[config.mk]
export PLATFORM = sky130hd
export DESIGN_NAME = uart_word_packer
export DESIGN_NICKNAME = d
export VERILOG_FILES = /design/src/rtl/uart_word_packer.sv
export SDC_FILE = /design/constraint.sdc
export NUM_CORES = 1
export LEC_CHECK = 0
export BUFFER_PORTS_ARGS = -buffer_cell sky130_fd_sc_hd__buf_2
export CAP_MARGIN = 20
export CORE_ASPECT_RATIO = 1.25
export CORE_MARGIN = 5
export CORE_UTILIZATION = 60
export CTS_BUF_LIST = sky130_fd_sc_hd__clkbuf_4 sky130_fd_sc_hd__clkbuf_8
export CTS_CLUSTER_SIZE = 16
export DETAILED_ROUTE_END_ITERATION = 8
export GPL_TIMING_DRIVEN = 0
export PLACE_DENSITY = 0.86
export REMOVE_ABC_BUFFERS = 1
export SLEW_MARGIN = 10
export SYNTH_ARGS = -nofsm -noshare
export SYNTH_HDL_FRONTEND = slang
export SYNTH_SLANG_ARGS = --single-unit
[constraint.sdc]
create_clock -name clk -period 15.3 [get_ports clk]
set_input_delay 1.53 -clock clk [delete_from_list [all_inputs] [get_ports clk]]
set_output_delay 1.53 -clock clk [all_outputs]
set_load 0.05 [all_outputs]
[src/rtl/uart_word_packer.sv]
// uart_word_packer: packs UART RX bytes into DATA_WIDTH words, flushes partial
// words after an idle timeout, and buffers them in a first-word-fall-through
// FIFO that drains through a valid/ready handshake.
module uart_word_packer #(
    parameter int DATA_WIDTH      = 32,
    parameter int FIFO_DEPTH_LOG2 = 5,
    parameter int TIMEOUT_CYCLES  = 1000,
    parameter int MSB_FIRST       = 0
) (
    input  logic                      clk,
    input  logic                      reset,
    input  logic                      i_rx_dv,
    input  logic [7:0]                i_rx_byte,
    output logic                      o_word_valid,
    input  logic                      i_word_ready,
    output logic [DATA_WIDTH-1:0]     o_word,
    output logic [DATA_WIDTH/8-1:0]   o_word_strb,
    output logic                      o_full,
    output logic                      o_empty,
    output logic [FIFO_DEPTH_LOG2:0]  o_count,
    output logic                      o_overflow,
    input  logic                      i_clear_ovf
);

    localparam int BYTES = DATA_WIDTH / 8;
    localparam int CW    = $clog2(BYTES);
    localparam int DEPTH = 1 << FIFO_DEPTH_LOG2;
    localparam int TW    = (TIMEOUT_CYCLES < 2) ? 1 : $clog2(TIMEOUT_CYCLES);
    localparam bit TIMEOUT_EN = (TIMEOUT_CYCLES != 0);
    localparam logic [TW-1:0] TIMER_LAST = TIMEOUT_EN ? TW'(TIMEOUT_CYCLES - 1) : '0;
    localparam logic [CW-1:0] LAST_LANE  = CW'(BYTES - 1);
    localparam logic [FIFO_DEPTH_LOG2:0] DEPTH_CNT = {1'b1, {FIFO_DEPTH_LOG2{1'b0}}};

    // Packer state
    logic [CW-1:0]          byte_cnt_q, byte_cnt_d;
    logic [DATA_WIDTH-1:0]  lanes_q, lanes_d;
    logic [BYTES-1:0]       strb_q, strb_d;
    logic [TW-1:0]          timer_q, timer_d;
    logic                   push_q, push_d;
    logic [DATA_WIDTH-1:0]  push_data_q, push_data_d;
    logic [BYTES-1:0]       push_strb_q, push_strb_d;

    // Packer scratch
    logic [CW-1:0]          lane;
    logic [CW+2:0]          lane_base;
    logic [DATA_WIDTH-1:0]  lanes_new;
    logic [BYTES-1:0]       strb_new;

    // FIFO state
    logic [DATA_WIDTH+BYTES-1:0] fifo_mem [DEPTH];
    logic [FIFO_DEPTH_LOG2:0]    wr_ptr_q, wr_ptr_d;
    logic [FIFO_DEPTH_LOG2:0]    rd_ptr_q, rd_ptr_d;
    logic                        ovf_q, ovf_d;

    // FIFO scratch
    logic [FIFO_DEPTH_LOG2:0]    count;
    logic                        fifo_full;
    logic                        fifo_empty;
    logic                        pop;
    logic                        wr_en;
    logic                        drop;
    logic [DATA_WIDTH+BYTES-1:0] head;

    // Byte placement, full-word completion and idle-timeout flush; an incoming byte always beats a timeout
    always_comb begin
        byte_cnt_d  = byte_cnt_q;
        lanes_d     = lanes_q;
        strb_d      = strb_q;
        timer_d     = timer_q;
        push_d      = 1'b0;
        push_data_d = push_data_q;
        push_strb_d = push_strb_q;

        lane      = (MSB_FIRST != 0) ? (LAST_LANE - byte_cnt_q) : byte_cnt_q;
        lane_base = {lane, 3'b000};
        lanes_new = lanes_q;
        lanes_new[lane_base +: 8] = i_rx_byte;
        strb_new  = strb_q | (BYTES'(1) << lane);

        if (i_rx_dv) begin
            timer_d = '0;
            if (byte_cnt_q == LAST_LANE) begin
                push_d      = 1'b1;
                push_data_d = lanes_new;
                push_strb_d = '1;
                byte_cnt_d  = '0;
                lanes_d     = '0;
                strb_d      = '0;
            end else begin
                byte_cnt_d = byte_cnt_q + 1'b1;
                lanes_d    = lanes_new;
                strb_d     = strb_new;
            end
        end else if (TIMEOUT_EN && (byte_cnt_q != '0)) begin
            if (timer_q == TIMER_LAST) begin
                push_d      = 1'b1;
                push_data_d = lanes_q;
                push_strb_d = strb_q;
                byte_cnt_d  = '0;
                lanes_d     = '0;
                strb_d      = '0;
                timer_d     = '0;
            end else begin
                timer_d = timer_q + 1'b1;
            end
        end
    end

    // FIFO bookkeeping: a push into a full FIFO survives only if the head leaves in the same cycle
    always_comb begin
        count      = wr_ptr_q - rd_ptr_q;
        fifo_full  = (count == DEPTH_CNT);
        fifo_empty = (count == '0);
        pop        = !fifo_empty && i_word_ready;
        wr_en      = push_q && (!fifo_full || pop);
        drop       = push_q && fifo_full && !pop;

        wr_ptr_d = wr_en ? (wr_ptr_q + 1'b1) : wr_ptr_q;
        rd_ptr_d = pop   ? (rd_ptr_q + 1'b1) : rd_ptr_q;

        if (drop) begin
            ovf_d = 1'b1;
        end else if (i_clear_ovf) begin
            ovf_d = 1'b0;
        end else begin
            ovf_d = ovf_q;
        end
    end

    // Packer and FIFO control registers
    always_ff @(posedge clk or posedge reset) begin
        if (reset) begin
            byte_cnt_q  <= '0;
            lanes_q     <= '0;
            strb_q      <= '0;
            timer_q     <= '0;
            push_q      <= 1'b0;
            push_data_q <= '0;
            push_strb_q <= '0;
            wr_ptr_q    <= '0;
            rd_ptr_q    <= '0;
            ovf_q       <= 1'b0;
        end else begin
            byte_cnt_q  <= byte_cnt_d;
            lanes_q     <= lanes_d;
            strb_q      <= strb_d;
            timer_q     <= timer_d;
            push_q      <= push_d;
            push_data_q <= push_data_d;
            push_strb_q <= push_strb_d;
            wr_ptr_q    <= wr_ptr_d;
            rd_ptr_q    <= rd_ptr_d;
            ovf_q       <= ovf_d;
        end
    end

    // Word storage; contents need no reset because the outputs are masked while empty
    always_ff @(posedge clk) begin
        if (wr_en) begin
            fifo_mem[wr_ptr_q[FIFO_DEPTH_LOG2-1:0]] <= {push_strb_q, push_data_q};
        end
    end

    assign head         = fifo_mem[rd_ptr_q[FIFO_DEPTH_LOG2-1:0]];
    assign o_word_valid = !fifo_empty;
    assign o_word       = fifo_empty ? '0 : head[DATA_WIDTH-1:0];
    assign o_word_strb  = fifo_empty ? '0 : head[DATA_WIDTH+BYTES-1:DATA_WIDTH];
    assign o_full       = fifo_full;
    assign o_empty      = fifo_empty;
    assign o_count      = count;
    assign o_overflow   = ovf_q;

endmodule

==> results of run 1 <==
==> flip-flops by register name (all words and copies together) (netlist names) <==
register,cells
byte_cnt_q,2
fifo_mem,1152
lanes_q,32
o_overflow,1
push_data_q,32
push_q,1
push_strb_q,4
rd_ptr_q,6
strb_q,4
timer_q,10
wr_ptr_q,6
==> kinds of logic after synthesis <==
| logic type | after synthesis |
|---|---|
| flip-flops | 1250 |
| multiplexers | 365 |
| AND/OR/NAND/NOR | 163 |
| AO/OA/AOI/OAI | 160 |
| XOR/XNOR | 22 |
| adder cells (fa/ha/maj) | 18 |
| buffers and inverters | 134 |
==> cell usage after synthesis (all sizes together), types with 2 or more instances <==
cell type	n
edfxtp	1152
mux4	360
dfrtp	98
nor2	93
a22o	68
clkbuf	64
buf	50
a21oi	39
a22oi	32
nand2	22
inv	19
ha	17
xnor2	15
nand3	10
o21ai	10
xor2	7
nand4	6
nand2b	4
and2	3
and3	3
mux2i	3
nand3b	3
nor3	3
nor4	3
o22a	3
or3	3
and4	2
mux2	2
nand4b	2
or2	2
==> routing by layer <==
layer / part of all wire (%) / wire, um / vias up
li1: - / - / 9387
met1: 31 / 40130 / 12760
met2: 49 / 63530 / 2358
met3: 14 / 17920 / 575
met4: 6.2 / 7992 / 2
met5: 0.015 / 20 / -
==> path summary, 6_finish.rpt <==
| path | end | slack (ns) | cells after the start |
|---|---|---|---|
| max | o_word[27] | 8.75 | 11 |
| min | rd_ptr_q[5]$_DFFE_PP0P_ | 0.50 | 1 |
| max reg2reg | fifo_mem[31][33]$_DFFE_PP_ | 10.21 | 10 |
| min reg2reg | rd_ptr_q[5]$_DFFE_PP0P_ | 0.50 | 1 |
| max in group asynchronous | lanes_q[26]$_DFFE_PP0P_ | 13.83 | 3 |
| min in group asynchronous | push_data_q[8]$_DFFE_PP0P_ | 0.76 | 2 |
==> cell usage in the layout (no fill, tap or decap), types with 3 or more instances in the layout <==
master / instances
sky130_fd_sc_hd__o22a_1: 3
sky130_fd_sc_hd__nand3b_1: 3
sky130_fd_sc_hd__nor3_1: 3
sky130_fd_sc_hd__xnor2_1: 15
sky130_fd_sc_hd__diode_2: 6
sky130_fd_sc_hd__nand4_1: 6
sky130_fd_sc_hd__edfxtp_1: 1152
sky130_fd_sc_hd__inv_6: 3
sky130_fd_sc_hd__clkbuf_4: 44
sky130_fd_sc_hd__a21oi_1: 39
sky130_fd_sc_hd__buf_16: 59
sky130_fd_sc_hd__clkinvlp_4: 3
sky130_fd_sc_hd__bufinv_16: 7
sky130_fd_sc_hd__clkinv_2: 26
sky130_fd_sc_hd__or3_1: 3
sky130_fd_sc_hd__nor2_4: 35
sky130_fd_sc_hd__nor2_1: 58
sky130_fd_sc_hd__and3_1: 3
sky130_fd_sc_hd__xor2_1: 7
sky130_fd_sc_hd__nand2b_1: 4
sky130_fd_sc_hd__and2_1: 3
sky130_fd_sc_hd__nand3_1: 10
sky130_fd_sc_hd__a22o_1: 68
sky130_fd_sc_hd__clkbuf_8: 191
sky130_fd_sc_hd__a22oi_1: 32
sky130_fd_sc_hd__ha_1: 17
sky130_fd_sc_hd__buf_2: 59
sky130_fd_sc_hd__buf_12: 24
sky130_fd_sc_hd__clkinv_1: 40
sky130_fd_sc_hd__dfrtp_1: 95
sky130_fd_sc_hd__o21ai_0: 6
sky130_fd_sc_hd__mux4_2: 360
sky130_fd_sc_hd__dfrtp_4: 3
sky130_fd_sc_hd__nand2_1: 22
sky130_fd_sc_hd__o21ai_1: 4
sky130_fd_sc_hd__mux2i_1: 3
sky130_fd_sc_hd__inv_1: 17
==> through the flow <==
step            TNS, ns  worst slack (ns)
6_report              0             8.752
5_1_grt               0             8.521
4_1_cts               0             8.645
3_5_place_dp          0             9.592
3_3_place_gp   -7231.29            -6.174
2_1_floorplan    -32.30           -0.8274
==> power by group through the flow <==
stage,clock network (uW),registers (uW),logic (uW)
3_3_place_gp,0,4960,3680
4_1_cts,2650,4590,3320
5_1_grt,2830,4630,3450
2_1_floorplan,0,4720,2790
6_report,2640,4600,3310
3_5_place_dp,0,4650,3260
==> cell type report <==
type                    instances  area [um2]
diodes                          6       15.01
clock buffers                 235        2959
clock inverters                79       539.3
fillers                      4215       24670
inverters                      20       90.09
multi-input cells             728       10760
flip-flops and latches       1250       37060
well taps                    1062        1329
repair buffers                143        2405
==> metrics.md, run 1 <==
| Metric | Value |
|---|---|
| Antenna-violating nets left | 0 |
| Worst setup skew after layout | around 0.043 ns |
| Routing usage on met3 | 9.461% |
| Unrepaired setup endpoints after global routing | no |
| Count of routing violations after the opening detailed-route iteration | around 4,400 |
| Clock network fraction of design power | approximately 25% |
| Fraction of power consumed by sequential logic | approximately 44% |
| Sort of element at the end of the critical path | output port |
| Worst setup path startpoint | rd_ptr_q[0]$_DFFE_PP0P_ |
| Number of antenna violations at the first check in global routing | 5 |
| Most instantiated flip-flop cell in the synthesis netlist | sky130_fd_sc_hd__edfxtp_1 |
| Relative area change from synthesis to final layout | 14.64% |
| Setup repair bufs after CTS | 0 |
| Post-Synth Simple-Gate Area | around 1.6% |
| Cell type with the largest total area after synthesis | sky130_fd_sc_hd__edfxtp_1 |
| Sum of buffers and inverters on the critical path | 4 |
| Top-Level Pins | 59 |
| Final hold violation count | 0 |
| Post-synthesis mux area share | roughly 17% |
| Power Internal | about 7000 uW |
| Wire length after detailed routing | 129.6 mm |
| Critical path, cell by cell | ha_1 > fa_1 > inv_1 > or4_1 > mux2i_1 > or4b_1 > clkinv_4 > nor2_4 > buf_12 > a22o_1 > buf_2 |
| Routability congestion estimate from global placement | just over 0.8 |
| Slew at the pin closest to its max-slew limit | between 1 and 1.5 ns |
| Clock tree from TritonCTS | done |
| Synthesized-area fraction occupied by ao, oa, aoi and oai cells | around 2.4% |
| Number of remaining DRC errors | 0 |
| I/O Buffers | 58 |
| Largest net degree at the start of global routing | between 60 and 70 |
| Fraction of the mapped netlist area in adder cells | less than 1% |
| Sequential cell area fraction in the yosys report | between 70% and 80% |
| Xor and xnor area share after synthesis | 0.4005% |
| Placed wire-length estimate after detailed placement | roughly 75 mm |
| Required arrival time at the worst endpoint | roughly 14 ns |
| Critical-path top delay cell | sky130_fd_sc_hd__dfrtp_4 |
| Detailed-routing iteration count for the pre-antenna-repair pass | 8 |
| NetSw | 3566 uW |
| Number of global-route vias before repair | around 26,000 |
| Gr ovfl total | 0 |
| GRT Total Usage | a little under a third |
| CTS Hold Bufs | 0 |
| Cell area reported after detailed placement | between 50,000 and 60,000 um2 |
| Final setup viols | 0 |
| GR Util met1 | between 30 and 40% |
| Final hold slack | roughly 0.50 ns |
| Standard-cell row count | 116 |
| GR peak layer | met2 |
| Share of the core filled with cells | between 60 and 70% |
| CP Max Fanout | 39 |
| Share of the clock period used by the worst path | between 40% and 50% |
| Count of pins over their slew limit | 0 |
| Skew-Pair Late Insertion Delay | 0.84 ns |
| Element type at the critical path start | flop |
| Result of the run | completed |
| Wire length of the first global-routing pass | ~190 mm |
| Die area | 85,990 um2 |
| Pwr Density | between 150 and 200 nW/um2 |
| Peak supply drop | a little over 0.3 mV |
| Worst hold start | rd_ptr_q[5]$_DFFE_PP0P_ |
| Routed length per placed instance | 36.78 um |
| Vias after detailed routing | between 20,000 and 30,000 |
| Critical register-to-register path startpoint | rd_ptr_q[3]$_DFFE_PP0P_ |
| Worst max-slew margin expressed relative to the limit | about a quarter |
| Met2 Usage GRT | between 40% and 50% |
| Peak per-stage delay on the critical path | just under 0.8 ns |
| Worst Path Class, Setup | reg2out |
| Distinct cell type count after synthesis | 49 |
| Syn Inst Count | about 2,100 |
| Vertical die dimension | 326.6 um |
| Number of buffers on the longest clock path | 3 |
| Final non-filler cell total | between 3,000 and 4,000 |
| Proportion of netlist area held by the largest area contributor | 71.90% |
| Number of H-tree levels | 4 |
| Cell at the root of the clock tree | sky130_fd_sc_hd__clkbuf_8 |
| X dimension of the die | between 200 and 300 um |
| Clock sink total | between 1,000 and 1,500 |
| Avg Inst Size Synth | ~23 um2 |
| Netlist Area Pre-Place | a little under 50,000 um2 |
| Area of the core | about 80,000 um2 |
| Combinational family with the most area after synthesis | multiplexers |
| Cell Count Post-Placement | between 3,000 and 4,000 |
| MaxCap Viol Count | 0 |
| Async set or reset register ratio after synthesis | 7.840% |
| Final total power | 10,550 uW |
| Post-detailed-route via-to-cell ratio | between 7 and 8 |
| Flops & latches, synth | around 1,300 |
| Fmax achieved | around 0.15 GHz |
| Static leakage | around 0.018 uW |
| Clock edge transition at the registers on the reported setup and hold paths | around 0.06 ns |
| Ratio of cells with drive above 1 in the final layout | 33.60% |
| Final-stage net count | approximately 2,300 |
| Type of the tightest min-delay check | reg2reg |
| Number of warning messages in the yosys log | 0 |
| Kind of cell adding the most delay to the critical path | simple AND/OR/NAND/NOR gates |
| Starting density of the core | between 60% and 70% |
| Part of the total power dissipated in combinational logic | about a third |
| Fin area | between 50,000 and 60,000 um2 |
| Leading cell types by total area after synthesis | sky130_fd_sc_hd__edfxtp_1, sky130_fd_sc_hd__mux4_2, sky130_fd_sc_hd__dfrtp_1, sky130_fd_sc_hd__a22o_1, sky130_fd_sc_hd__nor2_1 |
| Total of cells resized after clock tree synthesis | 0 |
| Net switching share of the total power | 33.79% |
| Crit path DAT | about 5.0 ns |
| Number of flops mapped to enable cells by yosys | between 1,000 and 1,500 |
| Num CTS Buffers | 170 |
| Min Tclk post-route | approximately 6.5 ns |
No activity file was read; power rests on OpenSTA's default activity.
==> inputs of run 2 (changes only) <==
clock period = 6.35 ns   (was 15.3 ns; I/O delays follow)
==> run 2 against run 1 <==
Effect of this change:
- first-iteration DRC count decreased by 0.14%
- die area unchanged
- final cell count about the same
- utilization about the same
- worst hold slack got worse by 0.37 ns
- flip-flop and latch count unchanged
- critical path type unchanged
- routed wire length increased by 0.30%
- non-clock buffer count increased by 2
==> metrics.md, run 2 (synthesis gave the netlist of run 1 again) <==
| Metric | Value |
|---|---|
| Clock tree from TritonCTS | done |
| Element type at the critical path start | flop |
| Placed wire-length estimate after detailed placement | 74.69 mm (unchanged) |
| CP Max Fanout | 39 (unchanged) |
| Capture point of the worst reg-to-reg path | fifo_mem[29][35]$_DFFE_PP_ |
| Clock sink total | 1,250 (unchanged) |
| Count of pins over their slew limit | 0 (unchanged) |
| Top-Level Pins | 59 (unchanged) |
| Worst max-slew margin expressed relative to the limit | 22.45% (-1.8 points) |
| I/O Buffers | 58 (unchanged) |
| Antenna-violating nets left | 0 (unchanged) |
| GRT Total Usage | 30.42% (about the same) |
| Worst Path Class, Setup | reg2out |
| Number of remaining DRC errors | 0 (unchanged) |
| Count of routing violations after the opening detailed-route iteration | 4,377 (-0.14%) |
| Final hold violation count | 0 (unchanged) |
| Skew-Pair Late Insertion Delay | 0.84 ns (about the same) |
| Final-stage net count | 2,346 (+0.085%) |
| Leading cell type in the layout, fill and taps excluded | sky130_fd_sc_hd__edfxtp_1 |
| Vertical die dimension | 326.6 um (unchanged) |
| Largest net degree at the start of global routing | 68 (unchanged) |
| Unrepaired setup endpoints after global routing | no |
| X dimension of the die | 263.3 um (unchanged) |
| Slew at the pin closest to its max-slew limit | 1.154 ns (+0.02740 ns) |
| Vias after detailed routing | 25,130 (+0.20%) |
| Sort of element at the end of the critical path | output port |
| Starting density of the core | 60.27% (unchanged) |
| Required arrival time at the worst endpoint | 5.71 ns (-8.06 ns) |
| Wire length after detailed routing | 130.0 mm (+0.30%) |
| Layout filler cell count | 4,214 (-0.024%) |
| Cell count of the worst reg-to-reg path | 9 (-1) |
| MaxCap Viol Count | 0 (unchanged) |
| Wire length of the first global-routing pass | 186.4 mm (about the same) |
| Relative area change from synthesis to final layout | 14.68% (about the same) |
| Hold worst-path end | timer_q[1]$_DFFE_PP0P_ |
| Num CTS Buffers | 170 (unchanged) |
| Cell at the root of the clock tree | sky130_fd_sc_hd__clkbuf_8 |
| Pwr Density | 460.9 nW/um2 (+140%) |
| Routability congestion estimate from global placement | 0.8104 (unchanged) |
| Fmax achieved | around 0.18 GHz |
| Number of H-tree levels | 4 (unchanged) |
| Share of the clock period used by the worst path | around 90% |
| Cells on Worst Hold Path | 2 (+1) |
| Slack of the worst reg-to-reg path | 1.28 ns (-8.93 ns) |
| Critical register-to-register path startpoint | rd_ptr_q[0]$_DFFE_PP0P_ |
| Sum of negative setup slack | 0 ns (unchanged) |
| Ratio of cells with drive above 1 in the final layout | 33.58% (about the same) |
| Max reg flops | 1,152 (unchanged) |
| Die area | 85,990 um2 (unchanged) |
| Area of the core | 79,830 um2 (unchanged) |
| Total of cells resized after clock tree synthesis | 0 (unchanged) |
| Static leakage | 0.01775 uW (about the same) |
| Most frequent cells in the layout | sky130_fd_sc_hd__edfxtp_1, sky130_fd_sc_hd__mux4_2, sky130_fd_sc_hd__clkbuf_8 |
| Setup repair bufs after CTS | 0 (unchanged) |
| Share of the core filled with cells | 69.12% (about the same) |
| Standard-cell row count | 116 (unchanged) |
| Crit path DAT | 5.01 ns (about the same) |
| Worst hold start | i_rx_dv |
| Number of buffers on the longest clock path | 3 (unchanged) |
| Post-detailed-route via-to-cell ratio | 7.131 (+0.17%) |
| Gr ovfl total | 0 (unchanged) |
| Number of global-route vias before repair | 26,120 (+0.011%) |
| Peak supply drop | 0.7262 mV (+140%) |
| Clock edge transition at the registers on the reported setup and hold paths | 0.07 ns (about the same) |
| Final setup viols | 0 (unchanged) |
| Detailed-routing iteration count for the pre-antenna-repair pass | 8 (unchanged) |
| Worst setup skew after layout | 0.03889 ns (-0.004190 ns) |
| Routed length per placed instance | 36.88 um (+0.27%) |
| Min Tclk post-route | between 5 and 6 ns |
| Type of the tightest min-delay check | in2reg |
| Result of the run | completed |
| Number of antenna violations at the first check in global routing | 5 (unchanged) |
[run 2: changes by cell type in the layout (fill, tap and decap cells not counted), sizes merged]
cell / before / now
diode: 6 / 5
dlygate4sd3: 0 / 2
[run 2: power breakdown]
part | switching [uW] | leakage (uW) | total [uW] | internal, uW
combinational | 4520 | 0.00435 | 7980 | 3460
sequential | 1030 | 0.0116 | 11100 | 10100
clock | 3050 | 0.00185 | 6360 | 3310
[run 2: what timing repair did]
| item | 4_1_cts | 5_1_grt |
|---|---|---|
| setup endpoints to repair | 0 | 0 |
| hold buffers | 2 | 0 |
| endpoints found under the hold margin | 32 | 0 |
[run 2: stage by stage]
stage | area, um2 | total power [uW] | hold WS [ns] | setup WS (ns) | instances
2_1_floorplan | 47640 | 16960 | 0.4602 | -8.958 | 1998
3_3_place_gp | 49250 | 17750 | 0.4808 | -15.12 | 3118
3_5_place_dp | 51630 | 19050 | 0.4853 | 1.343 | 3202
4_1_cts | 55150 | 25440 | 0.06046 | 0.5904 | 3518
5_1_grt | 55170 | 26280 | 0.1013 | 0.4670 | 3520
6_report | 55180 | 25430 | 0.1278 | 0.7063 | 3524
[run 2: how the worst max path moves through the flow]
stage	startpoint	to	slack, ns	cells past startpoint
floorplan	rd_ptr_q[0]$_DFFE_PP0P_	fifo_mem[23][0]$_DFFE_PP_	-8.96	8
global placement	rd_ptr_q[0]$_DFFE_PP0P_	fifo_mem[3][17]$_DFFE_PP_	-15.12	8
detailed placement	rd_ptr_q[3]$_DFFE_PP0P_	fifo_mem[31][17]$_DFFE_PP_	1.34	10
CTS	rd_ptr_q[0]$_DFFE_PP0P_	o_word[27]	0.59	11
global route	rd_ptr_q[0]$_DFFE_PP0P_	o_word[27]	0.47	11
finish	rd_ptr_q[0]$_DFFE_PP0P_	o_word[27]	0.71	11
[run 2: critical path, cell delays in order, from the launching register on]
cell and delay (ns):
sky130_fd_sc_hd__dfrtp_4 0.78, sky130_fd_sc_hd__ha_1 0.37, sky130_fd_sc_hd__fa_1 0.52, sky130_fd_sc_hd__inv_1 0.07
sky130_fd_sc_hd__or4_1 0.52, sky130_fd_sc_hd__mux2i_1 0.21, sky130_fd_sc_hd__or4b_1 0.61, sky130_fd_sc_hd__clkinv_4 0.14
sky130_fd_sc_hd__nor2_4 0.14, sky130_fd_sc_hd__buf_12 0.25, sky130_fd_sc_hd__a22o_1 0.30, sky130_fd_sc_hd__buf_2 0.24
[run 2: area by class of cell]
| type | instances | area [um2] | area share [%] |
|---|---|---|---|
| clock buffer | 235 | 2959 | 5.363 |
| clock inverter | 79 | 539.3 | 0.9774 |
| multi-input combinational | 728 | 10760 | 19.51 |
| sequential | 1250 | 37060 | 67.16 |
| timing repair buffer | 145 | 2425 | 4.395 |
| tap | 1062 | 1329 | 2.408 |
| antenna | 5 | 12.51 | 0.02268 |
| inverter | 20 | 90.09 | 0.1633 |
[run 2: layer usage]
layer	share of wire (%)	track usage, %	vias to the layer above
met1	31	38.48	12780
li1	-	-	9393
met5	0.0085	0	-
met2	49	48.69	2411
met4	5.9	15.10	2
met3	14	9.446	544
